## config.mk

```make
export PLATFORM = sky130hd
export DESIGN_NAME = rat_int_ctrl
export DESIGN_NICKNAME = d
export VERILOG_FILES = /design/src/rtl/rat_int_ctrl.sv
export SDC_FILE = /design/constraint.sdc
export NUM_CORES = 1
export LEC_CHECK = 0
export CORE_ASPECT_RATIO = 1.75
export CORE_MARGIN = 2
export CORE_UTILIZATION = 35
export CTS_CLUSTER_SIZE = 20
export DETAILED_ROUTE_END_ITERATION = 8
export PLACE_DENSITY = 0.76
export SYNTH_ARGS = -nofsm -noshare
export SYNTH_HDL_FRONTEND = slang
export SYNTH_SLANG_ARGS = --single-unit
```

## constraint.sdc

```tcl
create_clock -name clk -period 2.75 [get_ports clk]
set_clock_uncertainty 0.05 [all_clocks]
set_input_delay 0.4125 -clock clk [delete_from_list [all_inputs] [get_ports clk]]
set_output_delay 0.4125 -clock clk [all_outputs]
set_load 0.01 [all_outputs]
```

## src/rtl/rat_int_ctrl.sv

```systemverilog
// rat_int_ctrl: interrupt source side of the RAT CPU interrupt handshake.
// Latency: IRQ rise -> PEND 3 clk, PEND -> INTV 1 clk, EOI -> re-raised INTV 2 clk.
// Backpressure: none; INTV holds until INT_ACK, and edges keep landing in PEND while a source is serviced.
//
// Ports:
//   clk, RESET            rising-edge clock, asynchronous active-high reset
//   IRQ[N_SRC-1:0]        asynchronous external interrupt lines (bit 0 = highest priority)
//   PORT_ID, OUT_PORT     CPU IO-port address and write data
//   IO_STRB               one-cycle CPU write strobe
//   INT_ACK               one-cycle pulse while the control unit takes the interrupt
//   INTV                  registered interrupt request to the control unit
//   IN_DATA, IN_SEL       read data and hit flag for the top-level IN_PORT mux
//   INT_ACTIVE, ACTIVE_ID source currently being serviced
//
// Port map (offsets from PORT_BASE):
//   +0 PEND   read; write-1-to-clear
//   +1 MASK   read/write, 1 = enabled
//   +2 {5'b0, ACTIVE_ID} read; any write is end-of-interrupt (EOI)
//   +3 missed-interrupt counter when built with RAT_INT_MISS_CNT_EN, otherwise reads 0
//
// Optional feature macro: RAT_INT_MISS_CNT_EN (8-bit saturating missed-edge counter).

module rat_int_ctrl #(
  parameter int         N_SRC     = 4,
  parameter logic [7:0] PORT_BASE = 8'hE0
) (
  input  logic             clk,
  input  logic             RESET,
  input  logic [N_SRC-1:0] IRQ,
  input  logic [7:0]       PORT_ID,
  input  logic [7:0]       OUT_PORT,
  input  logic             IO_STRB,
  input  logic             INT_ACK,
  output logic             INTV,
  output logic [7:0]       IN_DATA,
  output logic             IN_SEL,
  output logic             INT_ACTIVE,
  output logic [2:0]       ACTIVE_ID
);

  // Bits at or above N_SRC never store anything, so they read 0 and ignore writes.
  function automatic logic [7:0] src_mask_f();
    logic [7:0] m;
    m = '0;
    for (int i = 0; i < N_SRC; i++) m[i] = 1'b1;
    return m;
  endfunction

  localparam logic [7:0] SRC_MASK = src_mask_f();

  typedef enum logic [1:0] {
    IDLE    = 2'd0,
    REQUEST = 2'd1,
    ACTIVE  = 2'd2
  } state_t;

  state_t     state;
  state_t     state_nxt;

  logic [7:0] irq_ext;
  logic [7:0] sync1;
  logic [7:0] sync2;
  logic [7:0] dly;
  logic [7:0] rise;

  logic [7:0] pend;
  logic [7:0] pend_nxt;
  logic [7:0] mask;
  logic [7:0] req_vec;
  logic       req;

  logic [2:0] pick_id;
  logic [7:0] pick_bit;
  logic       ack_take;

  logic [7:0] port_off;
  logic       port_hit;
  logic       wr_pend;
  logic       wr_mask;
  logic       wr_eoi;
  logic [7:0] miss_rd;

  logic       intv_q;
  logic [2:0] active_id_q;

  // ---------------------------------------------------------------------
  // Input path: widen IRQ to a byte, 2-flop synchroniser, then a delay
  // flop so a rising edge shows up as a single-cycle rise pulse.
  // ---------------------------------------------------------------------
  always_comb begin
    irq_ext = '0;
    for (int i = 0; i < N_SRC; i++) irq_ext[i] = IRQ[i];
  end

  always_ff @(posedge clk or posedge RESET) begin
    if (RESET) begin
      sync1 <= '0;
      sync2 <= '0;
      dly   <= '0;
    end else begin
      sync1 <= irq_ext;
      sync2 <= sync1;
      dly   <= sync2;
    end
  end

  assign rise = sync2 & ~dly;

  // ---------------------------------------------------------------------
  // IO port decode. Subtracting the base (rather than comparing the top
  // six bits) keeps the decode correct for a base that is not 4-aligned.
  // ---------------------------------------------------------------------
  assign port_off = PORT_ID - PORT_BASE;
  assign port_hit = (port_off < 8'd4);

  assign wr_pend = IO_STRB && port_hit && (port_off[1:0] == 2'd0);
  assign wr_mask = IO_STRB && port_hit && (port_off[1:0] == 2'd1);
  assign wr_eoi  = IO_STRB && port_hit && (port_off[1:0] == 2'd2);

  // ---------------------------------------------------------------------
  // Request and fixed priority: lowest enabled pending index wins. The
  // scan runs high-to-low so the last assignment is the lowest index.
  // MASK is the registered value, so a MASK write in the same cycle as
  // INT_ACK does not influence the choice.
  // ---------------------------------------------------------------------
  assign req_vec = pend & mask;
  assign req     = |req_vec;

  always_comb begin
    pick_id = 3'd0;
    for (int i = 7; i >= 0; i--) begin
      if (req_vec[i]) pick_id = 3'(i);
    end
  end

  assign pick_bit = 8'h01 << pick_id;

  // ---------------------------------------------------------------------
  // Handshake state machine
  // ---------------------------------------------------------------------
  always_ff @(posedge clk or posedge RESET) begin
    if (RESET) state <= IDLE;
    else       state <= state_nxt;
  end

  always_comb begin
    state_nxt = state;
    ack_take  = 1'b0;
    case (state)
      IDLE: begin
        if (req) state_nxt = REQUEST;
      end
      REQUEST: begin
        // A request withdrawn by masking or W1C falls back to IDLE without an ack.
        if (!req) begin
          state_nxt = IDLE;
        end else if (INT_ACK) begin
          state_nxt = ACTIVE;
          ack_take  = 1'b1;
        end
      end
      ACTIVE: begin
        // No nesting: further requests wait until the ISR writes EOI.
        if (wr_eoi) state_nxt = IDLE;
      end
      default: state_nxt = IDLE;
    endcase
  end

  // INTV comes straight from a flop so the control unit never sees a glitch.
  always_ff @(posedge clk or posedge RESET) begin
    if (RESET) intv_q <= 1'b0;
    else       intv_q <= (state_nxt == REQUEST);
  end

  assign INTV       = intv_q;
  assign INT_ACTIVE = (state == ACTIVE);

  always_ff @(posedge clk or posedge RESET) begin
    if (RESET)         active_id_q <= 3'd0;
    else if (ack_take) active_id_q <= pick_id;
  end

  assign ACTIVE_ID = active_id_q;

  // ---------------------------------------------------------------------
  // PEND and MASK. Clears (W1C or ack) are applied before the set, so a
  // new edge on the same bit in the same cycle always stays pending.
  // ---------------------------------------------------------------------
  always_comb begin
    pend_nxt = pend;
    if (wr_pend)  pend_nxt = pend_nxt & ~OUT_PORT;
    if (ack_take) pend_nxt = pend_nxt & ~pick_bit;
    pend_nxt = (pend_nxt | rise) & SRC_MASK;
  end

  always_ff @(posedge clk or posedge RESET) begin
    if (RESET) begin
      pend <= '0;
      mask <= '0;
    end else begin
      pend <= pend_nxt;
      if (wr_mask) mask <= OUT_PORT & SRC_MASK;
    end
  end

  // ---------------------------------------------------------------------
  // Missed-interrupt counter: an edge arriving on a source that is still
  // pending is lost, since PEND can only record one occurrence.
  // ---------------------------------------------------------------------
`ifdef RAT_INT_MISS_CNT_EN
  logic [7:0] miss_cnt;
  logic       miss_evt;
  logic       wr_miss;

  assign miss_evt = |(rise & pend);
  assign wr_miss  = IO_STRB && port_hit && (port_off[1:0] == 2'd3);

  always_ff @(posedge clk or posedge RESET) begin
    if (RESET) begin
      miss_cnt <= 8'h00;
    end else if (wr_miss) begin
      miss_cnt <= 8'h00;
    end else if (miss_evt && (miss_cnt != 8'hFF)) begin
      miss_cnt <= miss_cnt + 8'h01;
    end
  end

  assign miss_rd = miss_cnt;
`else
  assign miss_rd = 8'h00;
`endif

  // ---------------------------------------------------------------------
  // Read mux. All four ports are readable, so IN_SEL covers +3 even when
  // the counter is not built.
  // ---------------------------------------------------------------------
  always_comb begin
    IN_DATA = 8'h00;
    IN_SEL  = port_hit;
    if (port_hit) begin
      case (port_off[1:0])
        2'd0:    IN_DATA = pend;
        2'd1:    IN_DATA = mask;
        2'd2:    IN_DATA = {5'b00000, active_id_q};
        default: IN_DATA = miss_rd;
      endcase
    end
  end

endmodule

```

; ---- Yosys cells after proc, flatten, opt, wreduce, memory -nomap -nowiden
; Index checks and enable logic that the tools add are counted.
[op_classes]
addsub = 1
n_lt_le_gt_ge = 1
n_eq_ne = 5
shift = 1
muxes = 20
n_bitwise = 8
n_reduce_logical = 7
[ops]
columns = operator, n
row1 = two-way mux 3 bit, 8
row2 = AND 4 bit, 4
row3 = two-way mux 4 bit, 3
row4 = NOT 4 bit, 3
row5 = one-hot mux 4 bit (3 select lines), 1
row6 = < comparator 8 x 3 -> 1 bit (second input constant), 1
row7 = two-way mux 2 bit, 4
row8 = OR reduction 8 bit, 1
row9 = subtractor 8 bit (second input constant), 1
row10 = equality test 2 x 1 -> 1 bit (second input constant), 3
row11 = one-hot mux 2 bit (3 select lines), 1
row12 = equality test 2 bit (second input constant), 2
row13 = logical AND 1 bit, 4
row14 = logical NOT 2 bit, 2
row15 = OR 4 bit, 1
row16 = << shifter 1 x 3 -> 4 bit (first input constant), 1
row17 = two-way mux 1 bit, 3
[totals]
regBits = 26
out_inout_bits = 14
wordCells = 51

; ---- Depth between registers and ports, before layout
[logic_depth]
word_depth = 13
mapped_depth = 7
ltp_nobuf = 6

; ---- Least setup slack after synthesis
; OpenSTA, ideal clock, no wires.
[synth_path]
path_type = input-to-output
from = in PORT_ID[5]
to = out IN_DATA[2]
arrival_ps = 1985
t_required_ps = 2288
path_slack_ps = 302
cell_stages = 5
path_buffers = 1
cell_sequence = ha_1 > or3b_4 > or4_1 > buf_2 > nor3_1
[synth_between]
elab_chain_len = 3
[synth_lines]
columns = item, line_no
row1 = "start, declared", 30  ; input logic [7:0] PORT_ID,
row2 = subtractor 8 bit, 113  ; assign port_off = PORT_ID - PORT_BASE;
row3 = < comparator 8 x 3 -> 1 bit, 114  ; assign port_hit = (port_off < 8'd4);
row4 = two-way mux 4 bit, 241  ; if (port_hit) begin
row5 = "end, declared", 35  ; output logic [7:0] IN_DATA,
; No other way between the ends.

; ---- Final worst setup path
[layout_path]
from = in PORT_ID[6]
to = out IN_DATA[3]
; The elaborated chain is that of the path after synthesis.

==> summary.md <==
| Metric | Value |
|---|---|
| R2R Path End | `ACTIVE_ID[0]` |
| Met2 wire length | `1.340 mm` |
| Min Clock Period, post-route | `2632 ps` |
| Final setup vio count | `0` |
| Hold EP | `sync2[3]` |
| Library cells used by synthesis | `33` |
| Vias/cell | `4.893` |
| Reg2Reg Depth | `4` |
| Area of the multi-input gates | `452.9 um2` |
| Post-synth EDFFs | `0` |
| Total grt overflow | `0` |
| Most frequent cells in the layout | `dfrtp_1 (25), clkdlybuf4s50_1 (21), inv_1 (8)` |
| Main synth FF type | `dfrtp_1` |
| Adder-cell share of the synthesized area | `0.01101` |
| Final nets | `160` |
| First DRT Iteration DRCs | `3` |
| Share of layout cells above drive strength 1 | `0.1791` |
| Synth Area in XOR/XNOR | `0.007709` |
| Reg area | `625.6 um2` |
| Psw | `192.7 uW` |
| Initial antenna violation count | `0` |
| Leak | `0.0006857 uW` |
| Initial core utilization | `0.3655` |
| Post-CTS repair timing setup buffer count | `0` |
| Top sig layer | `met4` |
| Vias | `866` |
| Hold Vio Cnt, Final | `0` |
| Clock Latency Late Sink | `260 ps` |
| WP data required | `2290 ps` |
| Horiz. Die Dim | `47.07 um` |
| Cell Area, Placed | `1460 um2` |
| Switching portion of total power | `0.2497` |
| Drt pass-1 iters | `3` |
| Worst-path clk slew | `80 ps` |
| Number of I/O pins | `38` |
| Fin Hold WS | `303.3 ps` |
| Wire length on met1 | `806 um` |
| Largest family of logic cells by synthesized area | `simple AND/OR/NAND/NOR gates` |
| Status | `complete, no violations` |
| FILL cells | `311` |
| F_max | `0.3800 GHz` |
| PortBufs | `28` |
| Flop pwr share | `0.543` |
| Flops & latches, synth | `25` |
| First-pass GRT wire length | `3.670 mm` |
| Commonest non-fill, non-tap cell in the layout | `dfrtp_1` |
| RSZ-0062 raised after global routing | `no` |
| Final wirelength | `2.294 mm` |
| Pin count of the biggest net entering global routing | `26` |
| Clk pwr share | `0.265` |
| Die area | `3735 um2` |
| Syn avg cell area | `11.03 um2` |
| H-tree levels | `1` |
| CTS Sinks | `25` |
| Cell area after layout | `1495 um2` |
| Slew Viols, Final | `0` |
| Setup CP Type | `input pin to primary output` |
| Core Rows | `27` |
| Startpoint Class | `input pin` |
| Die height | `79.37 um` |
| GRT Overall Usage | `0.1377` |
| Proportion of synthesized area in mux cells | `0.07489` |
| Synth Instances | `103` |
| Reg-to-reg setup timing slack | `1400 ps` |
| Vias in the first global route | `896` |
| Diodes inserted | `0` |
| Synth Area in Simple Gates | `0.1531` |
| Max Cap Viol | `0` |
| CTS max path bufs | `2` |
| Pwr dens | `516.3 nW/um2` |
| CTS tree | `done` |
| Worst slew margin | `0.4061` |
| Launch point of the worst path | `PORT_ID[6]` |
| Root Driver | `clkbuf_8` |
| Reg2reg start | `mask[0]` |
| Compound-Gate Fraction of Synth Area | `0.1211` |
| Int Power | `579.2 uW` |
| Final worst path period share | `0.9570` |
| CTS Buf Count | `3` |
| Worst hold-check path type | `register to register` |
| Fraction of registers with async set/reset | `1.000` |
| Antenna Nets Post-Route | `0` |
| Max IR drop VDD | `414.6 uV` |
| P&R area growth vs syn | `31.61%` |
| Cell Area, Synth | `1136 um2` |
| Hold Startpoint | `sync1[3]` |
| Hold Crit Depth | `0` |
| Total core area | `3108 um2` |
| Metal3 WL | `114 um` |
| Mean routed wirelength per cell | `12.96 um` |
| Slew at the pin with the worst max-slew slack | `889.9 ps` |
| CP endpoint kind | `primary output` |
| Residual DRC count | `0` |
| Comb pwr share | `0.192` |
| Crit path DAT | `2170 ps` |
| Gpl congestion | `0.7485` |
| Synthesis Warnings | `0` |
| HPWL after DPL | `1.864 mm` |
| Sequential share of the synthesized area | `0.5507` |
| Critical path fanouts, max | `6` |
==> cells by family (layout without fill, tap and decap cells) <==
logic type      count (synthesis)  after routing
compound gates                 18             18
xor+xnor                        1              1
fa+ha+maj                       1              1
buf+inv                        18             45
flops                          25             25
mux                             8              8
other cells                     1              5
simple gates                   31             31
==> power groups by stage <==
stage | sequential (uW) | clock (uW) | combinational (uW)
floorplan | 426 | 0 | 78.8
global placement | 425 | 0 | 145
global route | 425 | 230 | 161
finish | 419 | 205 | 148
CTS | 420 | 213 | 150
detailed placement | 427 | 0 | 149
==> cell usage after synthesis (2+ instances only) <==
| cell | count | share of area |
|---|---|---|
| nor2_1 | 8 | 0.026 |
| buf_2 | 2 | 0.0088 |
| nand2_1 | 7 | 0.023 |
| a22o_1 | 2 | 0.015 |
| dfrtp_1 | 25 | 0.55 |
| nor3_1 | 3 | 0.013 |
| a21oi_1 | 4 | 0.018 |
| mux2_2 | 4 | 0.040 |
| nand4b_1 | 2 | 0.015 |
| mux2i_1 | 4 | 0.035 |
| nor2b_1 | 2 | 0.011 |
| a211oi_1 | 2 | 0.013 |
| o21ai_0 | 3 | 0.013 |
| a32o_1 | 3 | 0.026 |
| clkbuf_1 | 2 | 0.0066 |
| inv_1 | 9 | 0.030 |
| buf_4 | 5 | 0.033 |
==> metrics by stage <==
step / utilization / setup WS [ps] / TNS [ps] / instances / total power (uW)
2_1_floorplan: - / 302.0 / 0 / 107 / 504.9
3_3_place_gp: 0.4698 / -547.6 / -2535 / 173 / 569.4
3_5_place_dp: 0.4698 / -622.5 / -2815 / 173 / 576.2
4_1_cts: 0.4811 / 123.1 / 0 / 177 / 782.1
5_1_grt: 0.4811 / 73.17 / 0 / 177 / 816.8
6_report: 0.4811 / 118.2 / 0 / 177 / 771.9
==> sequential cells by signal, summed over array words and instances, names as in the netlist <==
register and count:
pend 4, ACTIVE_ID 2, mask 4, sync2 4, INTV 1, state 2
dly 4, sync1 4
==> metal layers <==
layer / up-vias / GRT usage
met5: - / 0
met4: 0 / 0.05833
met3: 4 / 0.02045
met2: 25 / 0.2603
met1: 421 / 0.1352
li1: 416 / -
==> worst max-delay path, cell delays in order <==
cell	delay [ps]
dlygate4sd2_1	240
ha_1	280
or3b_4	380
or4_4	580
nor3_2	130
buf_2	150
==> timing repair <==
action / in CTS / in global routing
endpoints found under the setup margin: 5 / 0
resized for setup: 27 / 0
hold buffers: 0 / 0
==> how the worst max path moves through the flow <==
stage	end	slack (ps)	cells after the start
after floorplan	IN_DATA[2]	300	5
after global placement	IN_DATA[2]	-550	6
after detailed placement	IN_DATA[2]	-620	6
after CTS	IN_DATA[2]	120	6
after global routing	IN_DATA[2]	70	6
final	IN_DATA[3]	120	6
==> cell type report <==
cell class / count / share of cell area
tap: 43 / 0.03598
sequential: 25 / 0.4184
multi-input combinational: 64 / 0.3029
clock buffer: 3 / 0.02762
inverter: 9 / 0.02259
timing repair buffer: 32 / 0.1891
clock inverter: 1 / 0.003347
Power figures use the tool's default switching activity.
==> RTL edit 1 (same settings) <==
Build with the macro `RAT_INT_MISS_CNT_EN` defined.
--- a/src/rtl/rat_int_ctrl.sv
+++ b/src/rtl/rat_int_ctrl.sv
@@ -21,4 +21,6 @@
 // Optional feature macro: RAT_INT_MISS_CNT_EN (8-bit saturating missed-edge counter).
 
+`define RAT_INT_MISS_CNT_EN
+
 module rat_int_ctrl #(
   parameter int         N_SRC     = 4,
Check against the original RTL: not equivalent (a bounded check fails within 10 cycles, from zero or initial values and one cycle with RESET high).
==> RTL edit 1 against the unedited design <==
Critical endpoint is now IN_DATA[7]; sequential cell count rose by 8; clock power rose by 72%; area after synthesis rose by 47%; largest power group unchanged; total power rose by 93%; global-route usage fell by 0.38 points; final area rose by 48%; setup slack improved by 0.013 ns; highest routed layer unchanged; wire length rose by 50%.
==> RTL edit 1: results (changes against the unedited design) <==
- Post-synth top cells: dfrtp_1, nand2_1, inv_1 (was dfrtp_1, inv_1, nor2_1)
- GRT Overall Usage: 13.4% (was 13.8%)
- Sequential area share after synthesis: 49.4% (was 55.1%)
- Rel. slew slack: 47.9% (was 40.6%)
- Clk Latency, worst-skew pair: 0.29 ns (was 0.26 ns)
- Clock transition at the registers of the reported paths: ~0.070 ns
- Num CTS Buffers: 5 (was 3)
- Vias: 1351 (was 866)
- Final-layout fill cell count: 424 (was 311)
- LEAKAGE: 0.00106 uW (was 0.000686 uW)
- HP Class: flip-flop to flip-flop (unchanged)
- DR iter-0 viols: 36 (was 3)
- CTS H-tree depth: 2 (was 1)
- Status: completed (unchanged)
- Ys async rst share: 100% (unchanged)
- CP arrival: ~2.2 ns
- Critical Path Max Stage Delay: 0.42 ns (was 0.58 ns)
- Most flops, register: miss_cnt
- Top delay family on crit path: buffers and inverters (was simple AND/OR/NAND/NOR gates)
- Syn nets: 180
- Setup tns final: 0 ns (unchanged)
- Share of layout cells above drive strength 1: 15.4% (was 17.9%)
- Final WL: 3430 um (was 2290 um)
- Top cells by area, synth: dfrtp_1, mux2i_1, mux4_2, nand2_1, inv_1 (was dfrtp_1, mux2_2, mux2i_1, buf_4, inv_1)
- Largest net degree at the start of global routing: 34 (was 26)
- Diode count: 0 (unchanged)
- Vias in the first global route: 1310 (was 896)
- TritonRoute pass-1 iters: 4 (was 3)
- GP Congestion: 0.817 (was 0.749)
- Max FO, Critical Path: 3 (was 6)
- Slowest cell on the critical path: clkdlybuf4s50_1 (was or4_4)
- Port bufs: 32 (was 28)
- Peak supply drop: 0.361 mV (was 0.415 mV)
- Synth unique cells: 47 (was 33)
- Final Net Count: 226 (was 160)
- Dpl hpwl: 2580 um (was 1860 um)
- First-pass GRT wire length: 5640 um (was 3670 um)
RTL edit 1: through the flow:
stage | total power (uW) | utilization (%) | setup slack [ns] | std cells | area [sq um]
floorplan | 985 | - | 0.837 | 154 | 1670
global placement | 1130 | 45.1 | -0.0661 | 241 | 2090
detailed placement | 1140 | 45.1 | -0.0973 | 241 | 2090
CTS | 1500 | 47.2 | 0.00430 | 251 | 2180
global route | 1590 | 47.7 | 0.0240 | 253 | 2210
finish | 1490 | 47.7 | 0.131 | 253 | 2210
RTL edit 1: worst paths after layout:
check	from	endpoint	slack (ns)	cells past startpoint
min in group asynchronous	RESET	dly[3]$_DFF_PP0_	0.45	3
hold reg to reg	sync1[2]$_DFF_PP0_	sync2[2]$_DFF_PP0_	0.29	0
setup reg to reg	pend[1]$_DFF_PP0_	miss_cnt[6]$_DFFE_PP0P_	0.80	4
setup / recovery	PORT_ID[5]	IN_DATA[7]	0.13	8
max in group asynchronous	RESET	dly[1]$_DFF_PP0_	1.89	3
hold / removal	sync1[2]$_DFF_PP0_	sync2[2]$_DFF_PP0_	0.29	0
RTL edit 1: power breakdown:
group / leakage [uW] / internal (uW) / total (uW) / switching [uW]
combinational: 0.000639 / 218 / 410 / 193
clock: 0.0000439 / 174 / 352 / 177
sequential: 0.000380 / 598 / 725 / 126
RTL edit 1: logic make-up after synthesis:
kind of cell,count (synthesis),share of synthesized area (%)
muxes,9,7.49
buffers and inverters,16,4.19
xor gates and xnor gates,1,0.524
DFF,33,49.4
AOI/OAI and AO/OA,37,16.3
and+or+nand+nor,55,20.3
other,1,0.225
adders and majority gates,2,1.50
RTL edit 1: repair_timing:
action | CTS | global route
endpoints found under the setup margin | 7 | 3
gates cloned | 0 | 0
buffers inserted | 2 | 2
gates resized for setup | 7 | 3
pin swaps | 1 | 1
RTL edit 1: routing by layer:
| layer | GRT usage (%) | share of wire (%) | vias to the layer above |
|---|---|---|---|
| li1 | - | - | 657 |
| met1 | 13.7 | 39 | 648 |
| met2 | 24.6 | 53 | 38 |
| met3 | 3.80 | 6.1 | 8 |
| met4 | 6.55 | 2.2 | 0 |
| met5 | 0 | 0 | - |
RTL edit 1: final cells by class:
| class | instances | area share, % |
|---|---|---|
| Sequential cell | 33 | 37.4 |
| Clock inverter | 3 | 0.794 |
| Clock buffer | 5 | 3.12 |
| Tap cell | 52 | 2.95 |
| Timing Repair Buffer | 44 | 18.6 |
| Multi-Input combinational cell | 105 | 35.2 |
| Inverter | 11 | 1.87 |
RTL edit 1: worst reg2reg max path, stage by stage (launching register included):
cell	delay (ns)
dfrtp_1	0.43
and3b_1	0.23
a2111oi_4	0.74
or3_1	0.24
mux2i_1	0.18
==> RTL edit 2 (config.mk and constraints unchanged) <==
Without the edit above. Re-encode `state_t` (3 states) as one-hot, 3 bits wide.
--- a/src/rtl/rat_int_ctrl.sv
+++ b/src/rtl/rat_int_ctrl.sv
@@ -49,8 +49,8 @@
   localparam logic [7:0] SRC_MASK = src_mask_f();
 
-  typedef enum logic [1:0] {
-    IDLE    = 2'd0,
-    REQUEST = 2'd1,
-    ACTIVE  = 2'd2
+  typedef enum logic [2:0] {
+    IDLE    = 3'b001,
+    REQUEST = 3'b010,
+    ACTIVE  = 3'b100
   } state_t;
 
Formal check against the unedited RTL: same outputs for any inputs over 10 cycles, from zero or initial values and one cycle with RESET high; not proved beyond that.
==> RTL edit 2 against the unedited design <==
Area after synthesis rose by 5.1%; sequential cell count rose by 1; critical path depth did not move; sequential share of layout area fell by 1.4 points; sequential power rose by 2%; setup slack got worse by 0.017 ns; via count rose by 5.8%; final area rose by 7.8%; wire length rose by 12%; hold slack improved by 0.0030 ns; cell count rose by 5.1%; first-iteration DRC count rose to 5.7 times the old value; total power rose by 12%; largest cell class unchanged.
==> RTL edit 2: results (changes against the unedited design) <==
- Ys async rst share: 100% (unchanged)
- ANT nets after route: 0 (unchanged)
- Layout Cells excl Fill: 186 (was 177)
- LEAKAGE: 0.000729 uW (was 0.000686 uW)
- HP Class: flip-flop to flip-flop (unchanged)
- Synth Flop Type: dfrtp_1 (unchanged)
- Dpl ws: -0.577 ns (was -0.623 ns)
- CTS H-tree depth: 1 (unchanged)
- Drt wl/cell: 13.8 um (was 13.0 um)
- Reg2reg start: pend[0]$_DFF_PP0_ (was mask[0]$_DFFE_PP0P_)
- Sequential area share after synthesis: 54.6% (was 55.1%)
- Largest net degree at the start of global routing: 27 (was 26)
- Share of layout cells above drive strength 1: 22.0% (was 17.9%)
- Max FO, Critical Path: 5 (was 6)
- Vias in the first global route: 979 (was 896)
- Final Net Count: 167 (was 160)
- M3 GR Usage: 3.78% (was 2.05%)
- Synth unique cells: 31 (was 33)
- CTS Buffer Depth: 2 (unchanged)
- DR iter-0 viols: 17 (was 3)
- CP arrival: 2.19 ns (was 2.17 ns)
- Post-synth top cells: dfrtp_1, nor2_1, nand2_1 (was dfrtp_1, inv_1, nor2_1)
- TritonRoute pass-1 iters: 4 (was 3)
- Root buffer cell: clkbuf_8 (unchanged)
- CP Launch Point: PORT_ID[6] (unchanged)
- Max layer used: met4 (unchanged)
- Met2 wire len: 1530 um (was 1340 um)
- Routed length on met3: 92 um (was 114 um)
- Detailed-route vias per instance: 4.92 (was 4.89)
- GP Congestion: 0.829 (was 0.749)
- Num CTS Buffers: 3 (unchanged)
- GRT Overall Usage: 15.7% (was 13.8%)
- Status: completed (unchanged)
- Dpl hpwl: 2030 um (was 1860 um)
- Setup violations, final: 0 (unchanged)
- Hold path startpoint: sync1[1]$_DFF_PP0_ (was sync1[3]$_DFF_PP0_)
- Placed instance area: 1540 sq um (was 1460 sq um)
- Inst Count DP: 181 (was 173)
- GR Util met2: 28.3% (was 26.0%)
- Top cells by area, synth: dfrtp_1, mux2_4, a32o_1, mux2i_1, buf_4 (was dfrtp_1, mux2_2, mux2i_1, buf_4, inv_1)
- Wl on met1: 852 um (was 806 um)
- Peak supply drop: 0.307 mV (was 0.415 mV)
- Clk Latency, worst-skew pair: 0.28 ns (was 0.26 ns)
- Port bufs: 28 (unchanged)
- Diode count: 0 (unchanged)
- M1 GR Usage: 14.4% (was 13.5%)
- Yosys warnings: 0 (unchanged)
- Mapped Cells: 106 (was 103)
- Final-layout fill cell count: 312 (was 311)
- Clock transition at the registers of the reported paths: 0.08 ns (about the same)
- Initial antenna violation count: 0 (unchanged)
- First-pass GRT wire length: 4280 um (was 3670 um)
RTL edit 2: changes by cell type after synthesis, moves of 2 or more:
cell and change:
inv_1 -2, nor2_1 +2, nor3_1 +3, o21ai_0 -3, mux2_2 -3, a211oi_1 -2, mux2_4 +4, nand2_1 +2
a21oi_1 +3
RTL edit 2: final timing paths:
kind	to	slack, ns	depth (start not counted)
worst max-delay path	IN_SEL	0.10	6
worst min-delay path	sync2[1]$_DFF_PP0_	0.31	0
worst max register to register	state[2]$_DFF_PP0_	1.23	4
worst min register to register	sync2[1]$_DFF_PP0_	0.31	0
max in group asynchronous	state[0]$_DFF_PP1_	1.94	3
min in group asynchronous	sync1[0]$_DFF_PP0_	0.42	3
RTL edit 2: kinds of logic after synthesis:
group | synth area share (%)
and+or+nand+nor | 17.7
DFF | 54.6
AOI/OAI and AO/OA | 9.02
buffers and inverters | 6.50
muxes | 9.33
xor gates and xnor gates | 1.47
adders and majority gates | 1.05
other | 0.314
RTL edit 2: worst max-delay path, cell delays in order:
cell and delay (ns):
dlygate4sd2_1 0.24, ha_1 0.29, or3b_4 0.38, or4_4 0.58, clkinv_2 0.07, clkdlybuf4s15_2 0.21
RTL edit 2: repair_timing:
item,CTS,global route
setup buffers,1,0
setup endpoints to repair,5,0
resized for setup,27,0
RTL edit 2: final cells by class:
type                       instances  area (sq um)  share of cell area (%)
sequential                        26           652                    40.5
multi-input combinational         69           497                    30.8
timing repair buffer              34           304                    18.9
tap                               45          56.3                    3.49
clock buffer                       3          41.3                    2.56
inverter                           8          31.3                    1.94
clock inverter                     1          30.0                    1.86
RTL edit 2: power breakdown:
part	internal, uW	switching (uW)	total (uW)
Sequential	408	20.8	429
Combinational	63.1	54.9	118
Clock	195	123	318
Total	666	199	865
